### config.mk
export PLATFORM = sky130hd
export DESIGN_NAME = reg_write_arbiter
export DESIGN_NICKNAME = d
export VERILOG_FILES = /design/src/rtl/reg_write_arbiter.sv
export SDC_FILE = /design/constraint.sdc
export NUM_CORES = 1
export LEC_CHECK = 0
export CAP_MARGIN = 40
export CORE_AREA = 2 2 39 41
export DETAILED_ROUTE_END_ITERATION = 10
export DIE_AREA = 0 0 41 43
export PLACE_DENSITY = 0.78
export SYNTH_ARGS = -nofsm -noshare
export SYNTH_HDL_FRONTEND = slang
export SYNTH_SLANG_ARGS = --single-unit
export TNS_END_PERCENT = 50
### constraint.sdc
create_clock -name clk -period 2.53 [get_ports clk]
set_input_delay 0.3795 -clock clk [delete_from_list [all_inputs] [get_ports clk]]
set_output_delay 0.3795 -clock clk [all_outputs]
set_load 0.01 [all_outputs]
### src/rtl/reg_write_arbiter.sv
// Two-writer arbiter for a bank of enable-gated register words.
// Ownership is round-robin on ties, bounded to MAX_BURST beats while the
// other writer waits, and unbounded while the other writer is idle.
// Write enables and write data are a combinational decode of the
// registered owner.
module reg_write_arbiter #(
  parameter int WIDTH     = 4,
  parameter int NREG      = 4,
  parameter int ADDR_W    = 2,
  parameter int MAX_BURST = 4
) (
  input  logic              clk,
  input  logic              reset,
  input  logic              req_a,
  input  logic [ADDR_W-1:0] addr_a,
  input  logic [WIDTH-1:0]  data_a,
  output logic              gnt_a,
  input  logic              req_b,
  input  logic [ADDR_W-1:0] addr_b,
  input  logic [WIDTH-1:0]  data_b,
  output logic              gnt_b,
  output logic [NREG-1:0]   wr_en,
  output logic [WIDTH-1:0]  wr_data,
  output logic              busy,
  output logic              addr_err
);

  localparam int CNT_W = (MAX_BURST > 1) ? $clog2(MAX_BURST) : 1;
  localparam logic [CNT_W-1:0] CNT_MAX = CNT_W'(MAX_BURST - 1);

  typedef enum logic [1:0] {
    IDLE  = 2'd0,
    OWN_A = 2'd1,
    OWN_B = 2'd2
  } state_t;

  state_t            state_reg, state_next;
  logic              last_b_reg, last_b_next;   // 1: B was the last owner
  logic [CNT_W-1:0]  burst_cnt_reg, burst_cnt_next;
  logic              addr_err_reg;

  logic              beat;       // owner is requesting this cycle
  logic              beat_ok;    // beat with an in-range address
  logic [ADDR_W-1:0] beat_addr;
  logic [WIDTH-1:0]  beat_data;

  // State register: owner, tie-break history, burst count and error pulse
  always_ff @(posedge clk) begin
    if (reset) begin
      state_reg     <= IDLE;
      last_b_reg    <= 1'b1;
      burst_cnt_reg <= '0;
      addr_err_reg  <= 1'b0;
    end else begin
      state_reg     <= state_next;
      last_b_reg    <= last_b_next;
      burst_cnt_reg <= burst_cnt_next;
      addr_err_reg  <= beat && !beat_ok;
    end
  end

  // Next-state logic: tie-break in IDLE, release or burst-limit handover when owning
  always_comb begin
    state_next     = state_reg;
    last_b_next    = last_b_reg;
    burst_cnt_next = burst_cnt_reg;
    unique case (state_reg)
      IDLE: begin
        burst_cnt_next = '0;
        if (req_a && (!req_b || last_b_reg)) state_next = OWN_A;
        else if (req_b)                      state_next = OWN_B;
      end
      OWN_A: begin
        if (!req_a) begin
          state_next     = req_b ? OWN_B : IDLE;
          last_b_next    = 1'b0;
          burst_cnt_next = '0;
        end else if (req_b && burst_cnt_reg == CNT_MAX) begin
          state_next     = OWN_B;
          last_b_next    = 1'b0;
          burst_cnt_next = '0;
        end else if (burst_cnt_reg != CNT_MAX) begin
          burst_cnt_next = burst_cnt_reg + 1'b1;
        end
      end
      OWN_B: begin
        if (!req_b) begin
          state_next     = req_a ? OWN_A : IDLE;
          last_b_next    = 1'b1;
          burst_cnt_next = '0;
        end else if (req_a && burst_cnt_reg == CNT_MAX) begin
          state_next     = OWN_A;
          last_b_next    = 1'b1;
          burst_cnt_next = '0;
        end else if (burst_cnt_reg != CNT_MAX) begin
          burst_cnt_next = burst_cnt_reg + 1'b1;
        end
      end
      default: state_next = IDLE;
    endcase
  end

  // Output decode: select the owner's beat; reset suppresses any pending write
  always_comb begin
    beat      = 1'b0;
    beat_addr = '0;
    beat_data = '0;
    if (!reset) begin
      unique case (state_reg)
        OWN_A: begin
          beat      = req_a;
          beat_addr = addr_a;
          beat_data = data_a;
        end
        OWN_B: begin
          beat      = req_b;
          beat_addr = addr_b;
          beat_data = data_b;
        end
        default: ;
      endcase
    end
    beat_ok = beat && ({1'b0, beat_addr} < (ADDR_W + 1)'(NREG));
    wr_data = beat_ok ? beat_data : '0;
  end

  // One-hot word enables, one comparator per word
  genvar gi;
  generate
    for (gi = 0; gi < NREG; gi++) begin : g_wr_en
      assign wr_en[gi] = beat_ok && (beat_addr == ADDR_W'(gi));
    end
  endgenerate

  assign gnt_a    = (state_reg == OWN_A);
  assign gnt_b    = (state_reg == OWN_B);
  assign busy     = (state_reg != IDLE);
  assign addr_err = addr_err_reg;

endmodule

==> results.md <==
* Status: finished, final reports clean
* Worst path required time at around 2.2 ns
* Vias in the first global route at a little under 500
* CP arrival at roughly 2 ns
* Area delta synth->final at 67.3%
* Starting Density at between 30% and 40%
* Nets at about 120
* # clock sinks at 5
* Row count at 14
* DR iter-0 viols at 22
* H-Tree Depth at 1
* Number of synthesized flops with an enable pin at 0
* Hold Crit Class: reg -> reg
* Synth Warn # at 0
* HP Start: burst_cnt_reg[0]$_SDFFE_PP0P_
* Commonest non-fill, non-tap cells in the layout: 22 x clkdlybuf4s50_1, 8 x nor2_1, 6 x a22oi_1, 6 x buf_4
* CTS root buffer: clkbuf_4
* P_leak at between 0.0003 and 0.0004 uW
* Clk_lat worst skew at around 0.24 ns
* Vias after detailed routing at approximately 600
* Setup Skew at between 0.001 and 0.0015 ns
* Post-route DRC at 0
* CTS Buf Count at 3
* Crit start category: register
* Critical path class: reg -> out
* Period minus WS final at about 2.4 ns
* Max_cap viols at 0
* Setup crit end kind: output port
* Highest clock rate at between 400 and 500 MHz
* Grt ovf at 0
* Peak supply drop at between 500 and 600 uV
* CTS tree: yes
* Power Dens Cells at about 710 nW/um^2
* First drt pass iteration count at 4
* Core Footprint at 1380 um^2
* Most common cell after layout, fill and taps aside: clkdlybuf4s50_1
* Vias per inst at 5.25
* Post-CTS Setup Bufs at 0
* Final period util at 94.2%
* Slew @ Worst Pin at around 0.56 ns
* Final count of pins violating max slew at 0
* HPWL after detailed placement at approximately 1.1 mm
* Post-synth cell types at 29
* Syn_nets at 86
* Sequential-to-total area share from yosys stat at just over 20%
* CP Max Fanout at 8
* I/O pins at 28
* First-pass GRT wire length at 1.87 mm
* Setup TNS at 0 ns
* Worst slew margin at between 60 and 70%
* Max Buffers Root-to-Sink at 2
* Die X at roughly 41 um
* Gr usage total at ~15%
* Clk slew on worst S/H paths at approximately 0.040 ns
* Die footprint at around 1800 um^2
* # port buffers at 26
* Antenna Nets Post-Route at 0
* Final Hold Fails at 0
* Syn_area_per_cell at ~7.4 um^2
* Worst setup startpoint: state_reg[0]$_SDFFE_PP0P_
* RSZ-0062 raised after global routing: false
* Largest net degree at the start of global routing at 9
* Synth Register Bits at 5
* Async set-reset flop share out of synthesis at 0%
* Routed WL at ~1.4 mm
* Main synth FF type: dfxtp_1
* Design Area, Final at just over 800 um^2
* N_diodes at 0
* Cells after Synth at 66
* Die height at 43 um
* FF-to-FF Start: state_reg[0]$_SDFFE_PP0P_
* Gpl congestion at 0.818
* Antenna violations before repair at 0
* WL/cell at ~12 um
* Mapped cell area at about 490 um^2
* Placed cell areas at 786 um^2
* Finish-stage setup viols at 0
* Share of cells above drive strength 1 at about an eighth
worst max-delay path, stage by stage (launching register included):
cell and delay [ns]:
dfxtp_1 0.35, inv_1 0.09, ha_1 0.32, nor2b_2 0.21, o21ai_2 0.13, nor2_1 0.12, clkdlybuf4s50_1 0.55
metal layers:
layer,global-route usage (%),vias up,share of wire (%)
li1,-,304,-
met1,17.8,254,42
met5,0,-,0
met2,24.4,37,43
met4,7.33,0,0.30
met3,3.66,4,14
where the power goes:
group	internal [uW]	total [uW]	switching (uW)	leakage, uW
clock	59.4	88.5	29.1	0.0000150
sequential	99.5	114	14.2	0.0000409
combinational	195	380	185	0.000313
Yosys cell counts, drive strengths merged (2+ instances only):
master	instances	area, um^2
nor2	8	30.0
a22oi	6	45.0
dfxtp	5	100
inv	5	18.8
nor3	5	25.0
ha	4	50.1
and2	3	23.8
buf	3	26.3
nor2b	3	18.8
o21ai	3	15.0
a21o	2	15.0
a21oi	2	10.0
a22o	2	17.5
nand2	2	7.51
nand3	2	10.0
worst paths after layout:
kind / end / slack, ns / depth (start not counted)
setup reg to reg: state_reg[0]$_SDFFE_PP0P_ / 0.73 / 6
hold reg to reg: burst_cnt_reg[0]$_SDFFE_PP0P_ / 0.52 / 2
hold / removal: burst_cnt_reg[0]$_SDFFE_PP0P_ / 0.52 / 2
setup / recovery: wr_data[2] / 0.15 / 6
cells by family (layout without fill, tap and decap cells):
logic type,after synthesis,in the layout,share of synthesized area [%]
compound gates,22,22,32.4
other cells,1,1,0.765
buf+inv,9,41,9.95
simple gates,25,25,26.3
flops,5,5,20.4
fa+ha+maj,4,4,10.2
cell type report:
class / count / area, um^2
inverters: 5 / 18.8
multi-input cells: 52 / 348
clock buffers: 4 / 26.3
flip-flops and latches: 5 / 100
well taps: 16 / 20.0
fillers: 142 / 563
repair buffers: 32 / 308
through the flow:
step	hold slack (ns)	setup slack [ns]	instances	util (%)	power, uW
floorplan	0.474	0.714	66	-	355
global placement	0.498	0.174	110	56.8	480
detailed placement	0.507	0.142	110	56.8	487
CTS	0.517	0.0289	114	59.0	588
global route	0.541	0.000716	114	59.3	631
finish	0.517	0.146	114	59.3	582
what timing repair did:
item                                    4_1_cts  5_1_grt
endpoints found under the hold margin         0        0
gates resized for setup                       4        2
hold buffers                                  0        0
endpoints found under the setup margin        8        2
(Power assumes the default switching activity.)
